==> config.mk <==
export PLATFORM = sky130hd
export DESIGN_NAME = axi4_lite_dmem_master_flat
export DESIGN_NICKNAME = d
export VERILOG_FILES = /design/src/rtl/axi4_lite_dmem_master_pkg.sv /design/src/rtl/axi4_lite_dmem_master_if.sv /design/src/rtl/axi4_lite_dmem_master_lane_align.sv /design/src/rtl/axi4_lite_dmem_master.sv /design/src/flat_wrapper.sv
export SDC_FILE = /design/constraint.sdc
export NUM_CORES = 1
export LEC_CHECK = 0
export BUFFER_PORTS_ARGS = -buffer_cell sky130_fd_sc_hd__buf_4
export CORE_MARGIN = 2
export CORE_UTILIZATION = 31
export CTS_CLUSTER_DIAMETER = 60
export DETAILED_ROUTE_END_ITERATION = 6
export GPL_ROUTABILITY_DRIVEN = 0
export PLACE_DENSITY_LB_ADDON = 0.15
export SLEW_MARGIN = 20
export SYNTH_ARGS = -nofsm -noshare
export SYNTH_HDL_FRONTEND = slang
export SYNTH_SLANG_ARGS = --single-unit
==> constraint.sdc <==
create_clock -name ACLK -period 5 [get_ports ACLK]
set_input_delay 1 -clock ACLK [delete_from_list [all_inputs] [get_ports ACLK]]
set_output_delay 1 -clock ACLK [all_outputs]
set_load 0.1 [all_outputs]
==> src/rtl/axi4_lite_dmem_master_pkg.sv <==
// Shared encodings for the data-memory AXI4-Lite initiator: access sizes,
// AXI response codes and FSM states.
package axi4_lite_dmem_master_pkg;

  localparam logic [1:0] SIZE_B = 2'd0;
  localparam logic [1:0] SIZE_H = 2'd1;
  localparam logic [1:0] SIZE_W = 2'd2;

  localparam logic [1:0] RESP_OKAY   = 2'b00;
  localparam logic [1:0] RESP_SLVERR = 2'b10;

  typedef enum logic [2:0] {
    ST_IDLE = 3'd0,
    ST_AR   = 3'd1,
    ST_R    = 3'd2,
    ST_AWW  = 3'd3,
    ST_B    = 3'd4,
    ST_RESP = 3'd5
  } state_t;

  function automatic logic resp_is_err(input logic [1:0] resp);
    return resp != RESP_OKAY;
  endfunction

endpackage

==> src/rtl/axi4_lite_dmem_master_if.sv <==
// AXI4-Lite channel bundle between the data-memory initiator and its responder.
// Widths follow the instance parameters; master drives VALIDs, slave drives READYs.
interface axi4_lite_dmem_master_if #(
  parameter int DATA_W = 32,
  parameter int ADDR_W = 32
);

  logic                  AW_VALID;
  logic                  AW_READY;
  logic [ADDR_W-1:0]     AW_ADDR;
  logic                  W_VALID;
  logic                  W_READY;
  logic [DATA_W-1:0]     W_DATA;
  logic [DATA_W/8-1:0]   W_STRB;
  logic                  B_VALID;
  logic                  B_READY;
  logic [1:0]            B_RESP;
  logic                  AR_VALID;
  logic                  AR_READY;
  logic [ADDR_W-1:0]     AR_ADDR;
  logic                  R_VALID;
  logic                  R_READY;
  logic [DATA_W-1:0]     R_DATA;
  logic [1:0]            R_RESP;

  modport master (
    output AW_VALID, AW_ADDR, W_VALID, W_DATA, W_STRB, B_READY, AR_VALID, AR_ADDR, R_READY,
    input  AW_READY, W_READY, B_VALID, B_RESP, AR_READY, R_VALID, R_DATA, R_RESP
  );

  modport slave (
    input  AW_VALID, AW_ADDR, W_VALID, W_DATA, W_STRB, B_READY, AR_VALID, AR_ADDR, R_READY,
    output AW_READY, W_READY, B_VALID, B_RESP, AR_READY, R_VALID, R_DATA, R_RESP
  );

endinterface

==> src/rtl/axi4_lite_dmem_master_lane_align.sv <==
// Byte-lane steering for data-memory accesses: store shift/strobes, misalignment
// detect, and load lane select with sign/zero extension. Purely combinational.
module dmem_lane_align
  import axi4_lite_dmem_master_pkg::*;
#(
  parameter int DATA_W = 32,
  parameter int OFF_W  = $clog2(DATA_W/8)
) (
  input  logic [OFF_W-1:0]    i_off,
  input  logic [1:0]          i_size,
  input  logic                i_unsigned,
  input  logic [DATA_W-1:0]   i_wdata,
  input  logic [DATA_W-1:0]   i_rdata,
  output logic                o_misaligned,
  output logic [DATA_W-1:0]   o_wdata,
  output logic [DATA_W/8-1:0] o_strb,
  output logic [DATA_W-1:0]   o_rdata
);

  localparam int STRB_W = DATA_W/8;

  logic [OFF_W+2:0]  w_shift;
  logic [DATA_W-1:0] w_lane;

  assign w_shift = {i_off, 3'b000};
  assign w_lane  = i_rdata >> w_shift;
  assign o_wdata = i_wdata << w_shift;

  always_comb begin
    o_misaligned = 1'b0;
    o_strb       = '0;
    o_rdata      = w_lane;
    case (i_size)
      SIZE_B: begin
        o_strb  = STRB_W'(1) << i_off;
        o_rdata = i_unsigned ? DATA_W'(w_lane[7:0]) : {{(DATA_W-8){w_lane[7]}}, w_lane[7:0]};
      end
      SIZE_H: begin
        o_misaligned = i_off[0];
        o_strb       = STRB_W'(3) << i_off;
        o_rdata      = i_unsigned ? DATA_W'(w_lane[15:0]) : {{(DATA_W-16){w_lane[15]}}, w_lane[15:0]};
      end
      SIZE_W: begin
        o_misaligned = (i_off[1:0] != 2'b00);
        o_strb       = STRB_W'(4'hF) << i_off;
      end
      default: o_misaligned = 1'b1;
    endcase
  end

endmodule

==> src/rtl/axi4_lite_dmem_master.sv <==
// AXI4-Lite initiator for CPU loads/stores: one transaction in flight, 3-cycle zero-wait
// latency (1 for misaligned), STALL held until the single RSP_VALID pulse; READY stalls tolerated.
module axi4_lite_dmem_master
  import axi4_lite_dmem_master_pkg::*;
#(
  parameter int DATA_W = 32,
  parameter int ADDR_W = 32
) (
  input  logic                ACLK,
  input  logic                ARESETn,
  input  logic                REQ_VALID,
  input  logic                REQ_WE,
  input  logic [ADDR_W-1:0]   REQ_ADDR,
  input  logic [DATA_W-1:0]   REQ_WDATA,
  input  logic [1:0]          REQ_SIZE,
  input  logic                REQ_UNSIGNED,
  output logic                STALL,
  output logic                RSP_VALID,
  output logic [DATA_W-1:0]   RSP_RDATA,
  output logic                RSP_ERR,
  axi4_lite_dmem_master_if.master bus
);

  localparam int OFF_W = $clog2(DATA_W/8);

  state_t              r_state;
  state_t              w_next;
  logic [ADDR_W-1:0]   r_addr;
  logic [DATA_W-1:0]   r_wdata;
  logic [DATA_W-1:0]   r_rdata;
  logic [1:0]          r_size;
  logic                r_unsigned;
  logic                r_aw_done;
  logic                r_w_done;
  logic                r_err;

  logic                w_idle;
  logic [OFF_W-1:0]    w_off;
  logic [1:0]          w_size;
  logic                w_unsigned;
  logic [DATA_W-1:0]   w_wdata_in;
  logic [DATA_W-1:0]   w_wdata_lane;
  logic [DATA_W-1:0]   w_rdata_ext;
  logic [DATA_W/8-1:0] w_strb;
  logic                w_misaligned;

  // In IDLE the live request feeds the aligner so misalignment is known before capture.
  assign w_idle     = (r_state == ST_IDLE);
  assign w_off      = w_idle ? REQ_ADDR[OFF_W-1:0] : r_addr[OFF_W-1:0];
  assign w_size     = w_idle ? REQ_SIZE            : r_size;
  assign w_unsigned = w_idle ? REQ_UNSIGNED        : r_unsigned;
  assign w_wdata_in = w_idle ? REQ_WDATA           : r_wdata;

  dmem_lane_align #(.DATA_W(DATA_W), .OFF_W(OFF_W)) u_align (
    .i_off        (w_off),
    .i_size       (w_size),
    .i_unsigned   (w_unsigned),
    .i_wdata      (w_wdata_in),
    .i_rdata      (bus.R_DATA),
    .o_misaligned (w_misaligned),
    .o_wdata      (w_wdata_lane),
    .o_strb       (w_strb),
    .o_rdata      (w_rdata_ext)
  );

  always_ff @(posedge ACLK) begin
    if (!ARESETn) r_state <= ST_IDLE;
    else          r_state <= w_next;
  end

  always_comb begin
    w_next       = r_state;
    bus.AW_VALID = 1'b0;
    bus.AW_ADDR  = '0;
    bus.W_VALID  = 1'b0;
    bus.W_DATA   = '0;
    bus.W_STRB   = '0;
    bus.B_READY  = 1'b0;
    bus.AR_VALID = 1'b0;
    bus.AR_ADDR  = '0;
    bus.R_READY  = 1'b0;
    STALL        = (r_state != ST_RESP) && (!w_idle || REQ_VALID);
    RSP_VALID    = 1'b0;
    RSP_RDATA    = '0;
    RSP_ERR      = 1'b0;
    case (r_state)
      ST_IDLE: if (REQ_VALID) w_next = w_misaligned ? ST_RESP : (REQ_WE ? ST_AWW : ST_AR);
      ST_AR: begin
        bus.AR_VALID = 1'b1;
        bus.AR_ADDR  = {r_addr[ADDR_W-1:OFF_W], OFF_W'(0)};
        if (bus.AR_READY) w_next = ST_R;
      end
      ST_R: begin
        bus.R_READY = 1'b1;
        if (bus.R_VALID) w_next = ST_RESP;
      end
      ST_AWW: begin
        bus.AW_VALID = !r_aw_done;
        bus.AW_ADDR  = r_aw_done ? '0 : {r_addr[ADDR_W-1:OFF_W], OFF_W'(0)};
        bus.W_VALID  = !r_w_done;
        bus.W_DATA   = r_w_done ? '0 : w_wdata_lane;
        bus.W_STRB   = r_w_done ? '0 : w_strb;
        if ((r_aw_done || bus.AW_READY) && (r_w_done || bus.W_READY)) w_next = ST_B;
      end
      ST_B: begin
        bus.B_READY = 1'b1;
        if (bus.B_VALID) w_next = ST_RESP;
      end
      ST_RESP: begin
        RSP_VALID = 1'b1;
        RSP_RDATA = r_rdata;
        RSP_ERR   = r_err;
        w_next    = ST_IDLE;
      end
      default: w_next = ST_IDLE;
    endcase
  end

  always_ff @(posedge ACLK) begin
    if (!ARESETn) begin
      r_addr     <= '0;
      r_wdata    <= '0;
      r_rdata    <= '0;
      r_size     <= '0;
      r_unsigned <= 1'b0;
      r_aw_done  <= 1'b0;
      r_w_done   <= 1'b0;
      r_err      <= 1'b0;
    end else begin
      case (r_state)
        ST_IDLE: if (REQ_VALID) begin
          r_addr     <= REQ_ADDR;
          r_wdata    <= REQ_WDATA;
          r_size     <= REQ_SIZE;
          r_unsigned <= REQ_UNSIGNED;
          r_err      <= w_misaligned;
          r_rdata    <= '0;
          r_aw_done  <= 1'b0;
          r_w_done   <= 1'b0;
        end
        ST_AWW: begin
          if (bus.AW_READY) r_aw_done <= 1'b1;
          if (bus.W_READY)  r_w_done  <= 1'b1;
        end
        ST_R: if (bus.R_VALID) begin
          r_err   <= resp_is_err(bus.R_RESP);
          r_rdata <= resp_is_err(bus.R_RESP) ? '0 : w_rdata_ext;
        end
        ST_B: if (bus.B_VALID) r_err <= resp_is_err(bus.B_RESP);
        default: ;
      endcase
    end
  end

endmodule

==> src/flat_wrapper.sv <==
// flat-port wrapper written by rule: the top's interface ports become plain ports
module axi4_lite_dmem_master_flat import axi4_lite_dmem_master_pkg::*;
#(
  parameter int DATA_W = 32,
  parameter int ADDR_W = 32
)
  (ACLK, ARESETn, REQ_VALID, REQ_WE, REQ_ADDR, REQ_WDATA, REQ_SIZE, REQ_UNSIGNED, STALL, RSP_VALID, RSP_RDATA, RSP_ERR, bus_AW_VALID, bus_AW_ADDR, bus_W_VALID, bus_W_DATA, bus_W_STRB, bus_B_READY, bus_AR_VALID, bus_AR_ADDR, bus_R_READY, bus_AW_READY, bus_W_READY, bus_B_VALID, bus_B_RESP, bus_AR_READY, bus_R_VALID, bus_R_DATA, bus_R_RESP);
  axi4_lite_dmem_master_if #(.DATA_W(DATA_W), .ADDR_W(ADDR_W)) bus_i ();
  input  logic ACLK;
  input  logic ARESETn;
  input  logic REQ_VALID;
  input  logic REQ_WE;
  input  logic [ADDR_W-1:0] REQ_ADDR;
  input  logic [DATA_W-1:0] REQ_WDATA;
  input  logic [1:0] REQ_SIZE;
  input  logic REQ_UNSIGNED;
  output logic STALL;
  output logic RSP_VALID;
  output logic [DATA_W-1:0] RSP_RDATA;
  output logic RSP_ERR;
  output wire logic [$bits(bus_i.AW_VALID)-1:0] bus_AW_VALID;
  output wire logic [$bits(bus_i.AW_ADDR)-1:0] bus_AW_ADDR;
  output wire logic [$bits(bus_i.W_VALID)-1:0] bus_W_VALID;
  output wire logic [$bits(bus_i.W_DATA)-1:0] bus_W_DATA;
  output wire logic [$bits(bus_i.W_STRB)-1:0] bus_W_STRB;
  output wire logic [$bits(bus_i.B_READY)-1:0] bus_B_READY;
  output wire logic [$bits(bus_i.AR_VALID)-1:0] bus_AR_VALID;
  output wire logic [$bits(bus_i.AR_ADDR)-1:0] bus_AR_ADDR;
  output wire logic [$bits(bus_i.R_READY)-1:0] bus_R_READY;
  input wire logic [$bits(bus_i.AW_READY)-1:0] bus_AW_READY;
  input wire logic [$bits(bus_i.W_READY)-1:0] bus_W_READY;
  input wire logic [$bits(bus_i.B_VALID)-1:0] bus_B_VALID;
  input wire logic [$bits(bus_i.B_RESP)-1:0] bus_B_RESP;
  input wire logic [$bits(bus_i.AR_READY)-1:0] bus_AR_READY;
  input wire logic [$bits(bus_i.R_VALID)-1:0] bus_R_VALID;
  input wire logic [$bits(bus_i.R_DATA)-1:0] bus_R_DATA;
  input wire logic [$bits(bus_i.R_RESP)-1:0] bus_R_RESP;
  assign bus_AW_VALID = bus_i.AW_VALID;
  assign bus_AW_ADDR = bus_i.AW_ADDR;
  assign bus_W_VALID = bus_i.W_VALID;
  assign bus_W_DATA = bus_i.W_DATA;
  assign bus_W_STRB = bus_i.W_STRB;
  assign bus_B_READY = bus_i.B_READY;
  assign bus_AR_VALID = bus_i.AR_VALID;
  assign bus_AR_ADDR = bus_i.AR_ADDR;
  assign bus_R_READY = bus_i.R_READY;
  assign bus_i.AW_READY = bus_AW_READY;
  assign bus_i.W_READY = bus_W_READY;
  assign bus_i.B_VALID = bus_B_VALID;
  assign bus_i.B_RESP = bus_B_RESP;
  assign bus_i.AR_READY = bus_AR_READY;
  assign bus_i.R_VALID = bus_R_VALID;
  assign bus_i.R_DATA = bus_R_DATA;
  assign bus_i.R_RESP = bus_R_RESP;
  axi4_lite_dmem_master #(.DATA_W(DATA_W), .ADDR_W(ADDR_W)) u_core (.ACLK(ACLK), .ARESETn(ARESETn), .REQ_VALID(REQ_VALID), .REQ_WE(REQ_WE), .REQ_ADDR(REQ_ADDR), .REQ_WDATA(REQ_WDATA), .REQ_SIZE(REQ_SIZE), .REQ_UNSIGNED(REQ_UNSIGNED), .STALL(STALL), .RSP_VALID(RSP_VALID), .RSP_RDATA(RSP_RDATA), .RSP_ERR(RSP_ERR), .bus(bus_i));
endmodule
==> flow_summary.toml, run 1 <==
[status]
status = "finished clean"

[drt]
avgRoutedWirePerCell_um = 16.83
drtPass1Iterations = 4
drc = 0
drt_iter0_drc = 411
routed_via_density = 4.959
drt_wl_total_um = 22070
vias = 6501
drtAntennaViolNets = 0

[synthesis]
synth_area_um2 = 6391
synthCells = 836
synth_cell_types = 54
synth-main-ff-cell = "dfxtp_1"
synth_top_family_by_area = "simple AND/OR/NAND/NOR gates"
synthSimpleGateAreaFrac_pct = 26.49
seq_area_frac_synth_pct = 32.89
synth_xor_area_share_pct = 0
ys_ff_latch = 105
avgSynthCellArea_um2 = 7.645
yosys_warnings = 0
synth_adder_area_share_pct = 0.9789
synthMuxAreaShare_pct = 14.53
async_reset_ff_share_pct = 0
synth-edff-count = 0
synth_compound_area_share_pct = 20.07

[global_routing]
grt_pass1_vias = 6183
grt_max_degree = 69
antenna_found_initial = 0
overflow = 0
grt_pass1_wl_um = 34130
grt_use_total_pct = 19.65

[clock_network]
cts_tree = "done"
path_clk_slew_ns = 0.07
clock-sinks = 105
cts_hold_buf = 0
postCtsSetupRepairBufs = 0
cts_buffers = 9
clock_path_buffers = 2
root_buffer = "clkbuf_16"
cts_resized = 0
clock_latency_ns = 0.36
htree_levels = 3

[pwr]
ir_drop_v = 0.0002565
p_leak_nw = 3.825
p_per_area_nw_per_um2 = 477.3

[sta]
worst_pin_slew_ns = 1.012
maxSlewHeadroom_pct = 32.50
fin_ws_ns = 0.7535
timing.final.crit_share_pct = 84.93
fin_skew_ns = 0.007654
rsz0062_at_grt = "false"
finalMaxSlewViolations = 0
tns_ns = 0
finalSetupViolCount = 0
hold_viol_final = 0
max_freq_mhz = 235.5
period_minus_slack_ns = 4.246

[placement]
place.port_buffers = 247
place_area_um2 = 8412
dp_cells = 1294
pre_cts_ws_ns = 1.154
hpwl_um = 16070

[layout]
drive_gt1_share_pct = 30.26
n_antenna_cell = 0
final_core_util_pct = 43.04
final_area_um2 = 8708
instances_no_fill = 1311
nets = 1153
syn2layout_area_growth_pct = 36.26

[die]
ios = 252
dieArea_um2 = 21780
die_w_um = 147.6
dieHeight_um = 147.6
core_um2 = 20230
rows = 52
start_util_pct = 31.59

[critical_path]
critPathKind = "flip-flop to output port"
worstPathArrival_ns = 3.25
critPathMaxFanout = 26
end_kind = "output port"
critical_path_required_ns = 4.00
startpoint_type = "flip-flop"

[run]
maxCapViolations = 0

[hold_path]
hold_path.class = "flip-flop to flip-flop"
==> layer usage <==
metal / vias up / share of wire [%] / track usage (%)
met1: 2972 / 47 / 28.08
met2: 230 / 45 / 30.28
li1: 3277 / - / -
met3: 22 / 6.5 / 3.148
met5: - / 0 / 0
met4: 0 / 1.8 / 6.250
==> worst max-delay path, cell delays in order, from the launching register on <==
cell and delay [ns]:
dfxtp_1 0.79, or3_1 0.79, nand2_1 0.11, nand2_1 0.55
nor2_1 0.11, a211oi_2 0.22, buf_4 0.32
==> layout make-up <==
class | count | area [µm²]
fill | 2086 | 11530
multi-input combinational | 657 | 4026
sequential | 105 | 2103
timing repair buffer | 257 | 1937
tap | 270 | 337.8
clock buffer | 11 | 242.7
clock inverter | 5 | 38.79
inverter | 6 | 22.52
==> power by group <==
group / internal, mW / total [mW] / switching, mW
sequential: 0.962 / 1.12 / 0.156
combinational: 0.706 / 2.34 / 1.64
clock: 0.356 / 0.697 / 0.341
==> synth_stat cells (2+ instances only) <==
master	instances	area share [%]
inv_1	4	0.23
buf_2	6	0.47
nor3b_1	5	0.59
nor3_1	3	0.23
o311a_1	2	0.31
and3b_1	2	0.27
or2_2	3	0.29
nand2b_1	3	0.29
nor2_1	48	2.8
nand2_1	179	11
nand3b_1	4	0.47
nor2b_1	2	0.20
o21ai_0	13	1.0
a22o_1	7	0.96
a221o_1	9	1.4
clkinv_1	2	0.12
a211oi_1	2	0.23
nand3_1	2	0.16
o2bb2ai_1	7	0.96
o31ai_1	17	2.0
or3_1	3	0.29
a21oi_1	105	8.2
ha_1	5	0.98
dfxtp_1	105	33
clkbuf_1	52	3.1
buf_1	7	0.41
a2bb2oi_1	3	0.41
and2_1	95	9.3
mux2_2	27	4.8
mux2i_1	61	9.6
buf_4	6	0.70
o22ai_1	17	1.7
o21a_1	9	1.1
==> metrics by stage <==
| step | hold WS (ns) | power, mW |
|---|---|---|
| 2_1_floorplan | 0.4166 | 2.893 |
| 3_3_place_gp | 0.4318 | 3.467 |
| 3_5_place_dp | 0.4356 | 3.466 |
| 4_1_cts | 0.4531 | 4.166 |
| 5_1_grt | 0.4826 | 4.427 |
| 6_report | 0.4492 | 4.157 |
==> final timing paths <==
path | slack, ns | depth (start not counted) | end | start
min reg2reg | 0.45 | 2 | u_core.r_rdata[28] | u_core.r_rdata[28]
max reg2reg | 1.16 | 10 | u_core.r_rdata[27] | u_core.r_state[2]
max | 0.75 | 6 | bus_W_STRB[3] | u_core.r_state[2]
min | 0.45 | 2 | u_core.r_rdata[28] | u_core.r_rdata[28]
==> flip-flops by register name, indices dropped and copies added, names as in the netlist <==
signal,flops
u_core.r_addr,32
u_core.r_size,2
u_core.r_rdata,32
u_core.r_aw_done,1
u_core.r_w_done,1
u_core.r_err,1
u_core.r_unsigned,1
u_core.r_wdata,32
u_core.r_state,3
==> cell usage in the layout, fill, tap and decap left out, types with 13 or more instances in the layout <==
cell type,n
buf_4,256
nand2_1,178
a21oi_1,105
dfxtp_1,104
and2_1,94
mux2i_1,61
nor2_1,47
mux2_2,27
o22ai_1,17
o31ai_1,17
o21ai_0,13
==> kinds of logic (layout without fill, tap and decap cells) <==
kind of cell | count (synthesis) | after routing
and+or+nand+nor | 356 | 356
AOI/OAI and AO/OA | 203 | 203
DFF | 105 | 105
muxes | 89 | 89
buffers and inverters | 77 | 279
adders and majority gates | 5 | 5
other | 1 | 4
Power figures use the tool's default switching activity.
==> run 2: changes to the inputs <==
Settings changed: ABC_AREA set to 1.
Clock period 5 ns to 3.5 ns, I/O delays scaled along.
==> flow_summary.toml, run 2 <==
[critical_path]
critPathSlowestCell = "dfxtp_1"
critical_path_required_ns = 2.80
slowest_delay_ns = 0.39
worstPathArrival_ns = 2.58
critPathKind = "flip-flop to output port"
startpoint_type = "flip-flop"
end_kind = "output port"
worstPathCellList = "nor2_4 > nand2_8 > nand2_1 > o21a_4 > inv_2 > ha_1 > nor2_1 > inv_1 > a21oi_2 > buf_4"
critPathMaxFanout = 20

[drt]
routed_via_density = 4.685
avgRoutedWirePerCell_um = 15.18
drtAntennaViolNets = 0
drt_wl_total_um = 22770
drtPass1Iterations = 5
vias = 7028
drc = 0
drt_iter0_drc = 430

[sta]
max_freq_mhz = 304.9
fin_ws_ns = 0.2198
worst_pin_slew_ns = 0.7988
tns_ns = 0
timing.final.crit_share_pct = 93.72
period_minus_slack_ns = 3.280
hold_viol_final = 0
rsz0062_at_grt = "false"
whs_ns = 0.4584
finalMaxSlewViolations = 0
maxSlewHeadroom_pct = 46.42
finalSetupViolCount = 0
fin_skew_ns = 0.007549

[synthesis]
avgSynthCellArea_um2 = 6.299
async_reset_ff_share_pct = 0
synth.largest_area_cell = "dfxtp_1"
synth.most_common_cell = "nor2_1"
ys_ff_latch = 105
ys_top_cells_by_count = "178 x nor2_1, 176 x nand2_1, 127 x inv_1"
yosys_warnings = 0
synth-edff-count = 0
synthCells = 1012
yosys-top-cells-area = "dfxtp_1 33%, nor2_1 10%, nand2_1 10%, o21ai_0 9.5%, inv_1 7.5%"
synth_area_um2 = 6375
synth-main-ff-cell = "dfxtp_1"
synth_cell_types = 41
synth_top_area_share_pct = 32.97
seq_area_frac_synth_pct = 32.97

[layout]
top_regs = "u_core.r_addr x32, u_core.r_rdata x32, u_core.r_wdata x32"
final_area_um2 = 9176
final_common_cell = "buf_4"
n_antenna_cell = 0
final_core_util_pct = 45.35
nets = 1342
instances_no_fill = 1500
drive_gt1_share_pct = 36.59
final_cell_mix = "263 x buf_4, 175 x nand2_1, 125 x inv_1, 119 x o21ai_0, 105 x dfxtp_1"
syn2layout_area_growth_pct = 43.95

[pwr]
p_leak_nw = 3.852
p_per_area_nw_per_um2 = 745.3
finalPower_mw = 6.839
ir_drop_v = 0.0003793

[placement]
dp_cells = 1484
place.port_buffers = 247
place_area_um2 = 8823
pre_cts_ws_ns = 0.4651
hpwl_um = 17190

[clock_network]
root_buffer = "clkbuf_16"
cts_buffers = 9
htree_levels = 3
clock-sinks = 105
clock_path_buffers = 2
cts_hold_buf = 0
clock_latency_ns = 0.36
cts_tree = "done"
path_clk_slew_ns = 0.08

[global_routing]
overflow = 0
antenna_found_initial = 0
grt_max_degree = 61
grt_use_total_pct = 20.65
grt_pass1_wl_um = 35740
grt_pass1_vias = 6562

[die]
die_w_um = 147.4
ios = 252
dieHeight_um = 147.4
dieArea_um2 = 21730
rows = 52
start_util_pct = 31.51
core_um2 = 20230

[run]
maxCapViolations = 0

[hold_path]
hold_path.class = "flip-flop to flip-flop"

[status]
status = "finished clean"
[run 2: cell types whose count changed in the layout (fill, tap and decap cells not counted), moves of 17 or more]
cell,before,now
mux2i_1,61,0
nor2_2,1,71
nor2_4,0,32
nand3_1,2,30
o21ai_1,1,21
a21oi_1,105,81
and2_1,94,1
o21ai_0,13,119
mux2_2,27,0
o31ai_1,17,0
inv_1,4,125
nor2_1,47,78
[run 2: worst max-delay path, delay by kind of cell, from the launching register on]
kind,cells,cell delay [ns]
and+or+nand+nor,4,0.65
adders and majority gates,1,0.28
DFF,1,0.39
buffers and inverters,3,0.59
AOI/OAI and AO/OA,2,0.31
[run 2: power breakdown]
part / switching [mW] / internal (mW) / total, mW
Clock: 0.500 / 0.635 / 1.14
Combinational: 3.10 / 1.03 / 4.13
Sequential: 0.101 / 1.47 / 1.57
Total: 3.70 / 3.14 / 6.84
[run 2: repair_timing]
item	4_1_cts	5_1_grt
setup buffers	0	0
gates resized for setup	0	10
endpoints found under the setup margin	0	27
hold endpoints to repair	0	0
[run 2: kinds of logic after synthesis]
group	after synthesis	share of synthesized area (%)
other cells	1	0.05882
flops	105	32.97
simple gates	422	27.71
fa+ha+maj	5	0.9814
compound gates	275	24.38
buf+inv	204	13.90
[run 2: cell type report]
cell class	count	area (µm²)
clock inverters	7	100.1
flip-flops and latches	105	2102
well taps	270	337.8
inverters	136	513.0
fillers	2154	11060
multi-input cells	706	3857
clock buffers	9	225.2
repair buffers	267	2041
[run 2: routing by layer]
| metal | global-route usage (%) | routed length [µm] | vias up | share of wire [%] |
|---|---|---|---|---|
| met4 | 5.433 | 310 | 0 | 1.4 |
| met1 | 28.82 | 10700 | 3139 | 47 |
| met2 | 33.20 | 10480 | 231 | 46 |
| met3 | 3.426 | 1287 | 18 | 5.7 |
| li1 | - | - | 3640 | - |
| met5 | 0 | 0 | - | 0 |
[run 2: worst paths after layout]
path / slack (ns) / startpoint / cells after the start / to
worst min register to register: 0.46 / u_core.r_wdata[27] / 2 / u_core.r_wdata[27]
worst min-delay path: 0.46 / u_core.r_wdata[27] / 2 / u_core.r_wdata[27]
worst max register to register: 1.02 / u_core.r_state[1] / 12 / u_core.r_rdata[18]
worst max-delay path: 0.22 / u_core.r_state[1] / 10 / bus_W_STRB[2]
==> run 3: changes to the inputs <==
Settings changed: REMOVE_ABC_BUFFERS set to 1.
==> flow_summary.toml, run 3 (synthesized netlist as in run 2, its figures left out) <==
[status]
status = "finished clean"

[die]
dieHeight_um = 147.4
rows = 52
start_util_pct = 31.51
core_um2 = 20230
ios = 252
die_w_um = 147.4
dieArea_um2 = 21730

[hold_path]
hold_path.class = "flip-flop to flip-flop"
holdCritStartpoint = "u_core.r_wdata[25]"

[clock_network]
cts_tree = "done"
clock-sinks = 105
clock_latency_ns = 0.36
htree_levels = 3
clock_path_buffers = 2
postCtsSetupRepairBufs = 0
path_clk_slew_ns = 0.08
cts_buffers = 9
root_buffer = "clkbuf_16"

[run]
maxCapViolations = 0

[drt]
drc = 0
drtAntennaViolNets = 0
drt_iter0_drc = 308
avgRoutedWirePerCell_um = 14.68
routed_via_density = 4.656
drtPass1Iterations = 4
drt_wl_total_um = 22030
vias = 6989

[global_routing]
grt_pass1_vias = 6608
overflow = 0
grt_pass1_wl_um = 34570
antenna_found_initial = 0
grt_max_degree = 68
grt_use_total_pct = 19.88

[layout]
final_cell_mix = "265 x buf_4, 178 x nor2_1, 175 x nand2_1, 126 x inv_1, 121 x o21ai_0"
final_core_util_pct = 43.01
syn2layout_area_growth_pct = 36.51
drive_gt1_share_pct = 27.56
top_regs = "u_core.r_addr x32, u_core.r_rdata x32, u_core.r_wdata x32"
fill_cells = 2219
final_common_cell = "buf_4"
nets = 1342

[critical_path]
worstPathArrival_ns = 2.56
rrSetupSlack_ns = 0.88
end_kind = "output port"
rr_startpoint = "u_core.r_state[2]"
startpoint_type = "flip-flop"
critPathKind = "flip-flop to output port"
critical_path_required_ns = 2.80
critPathMaxFanout = 24
setup.worst_path.start = "u_core.r_state[2]"

[placement]
pre_cts_ws_ns = 0.5159
place.port_buffers = 247
hpwl_um = 15940

[pwr]
combinationalPowerShare_pct = 59.6
switchingPower_mw = 3.511
p_leak_nw = 3.827
ir_drop_v = 0.0003023
p_per_area_nw_per_um2 = 755.4
netSwitchingFraction_pct = 53.41
finalPower_mw = 6.574
clkPwrFrac_pct = 16.6
p_seq_share_pct = 23.9
p_int_mw = 3.063

[sta]
maxSlewHeadroom_pct = 37.59
hold_viol_final = 0
finalMaxSlewViolations = 0
max_freq_mhz = 306.4
period_minus_slack_ns = 3.264
fin_ws_ns = 0.2358
whs_ns = 0.4624
finalSetupViolCount = 0
fin_skew_ns = 0.007211
rsz0062_at_grt = "false"
timing.final.crit_share_pct = 93.26
worst_pin_slew_ns = 0.9351
[run 3: cell count changes in the layout (fill, tap and decap cells not counted), moves of 3 or more]
cell,delta
nor2_4,-30
a211oi_2,-5
nor2_2,-70
nor2_1,+100
nor3_1,+3
a211oi_1,+5
inv_8,+3
nor3_2,-3
[run 3: cell type report]
cell class / count / area (µm²) / area share, %
multi-input cells: 706 / 3410 / 39.18
flip-flops and latches: 105 / 2102 / 24.16
clock buffers: 9 / 225.2 / 2.588
well taps: 270 / 337.8 / 3.882
diodes: 1 / 2.502 / 0.02876
inverters: 136 / 514.2 / 5.909
clock inverters: 7 / 87.58 / 1.006
repair buffers: 267 / 2023 / 23.25
[run 3: worst paths after layout]
kind,end,depth (start not counted)
setup / recovery,bus_W_DATA[3],8
hold / removal,u_core.r_wdata[25],2
setup reg to reg,u_core.r_rdata[9],11
hold reg to reg,u_core.r_wdata[25],2
[run 3: power groups by stage]
stage          Combinational, mW  Sequential, mW  Clock (mW)
6_report                    3.92            1.57        1.09
5_1_grt                     4.34            1.60        1.17
4_1_cts                     3.92            1.57        1.13
3_5_place_dp                3.90            1.60           0
3_3_place_gp                3.89            1.59           0
2_1_floorplan               2.74            1.58           0
[run 3: what timing repair did]
action / CTS / global route
hold buffers: 0 / 0
setup endpoints to repair: 0 / 13
gates resized for setup: 0 / 5
[run 3: routing by layer]
metal  track usage (%)  wire (µm)
met1             25.79      10040
met5                 0          0
met2             33.93      10510
met3             4.414       1185
met4             4.375        291
[run 3: through the flow]
step,area [µm²],setup TNS (ns),std cells
4_1_cts,8680,0,1500
6_report,8702,0,1501
3_3_place_gp,8367,0,1484
5_1_grt,8700,0,1500
2_1_floorplan,6011,-276.53,947
3_5_place_dp,8367,0,1484
[run 3: critical path, stage by stage (launching register included)]
cell and delay (ns):
dfxtp_1 0.43, inv_2 0.12, nand2_4 0.27, nand2_1 0.12, nand2_2 0.09, buf_4 0.33, nand2_2 0.31, nor2_1 0.20
buf_4 0.31
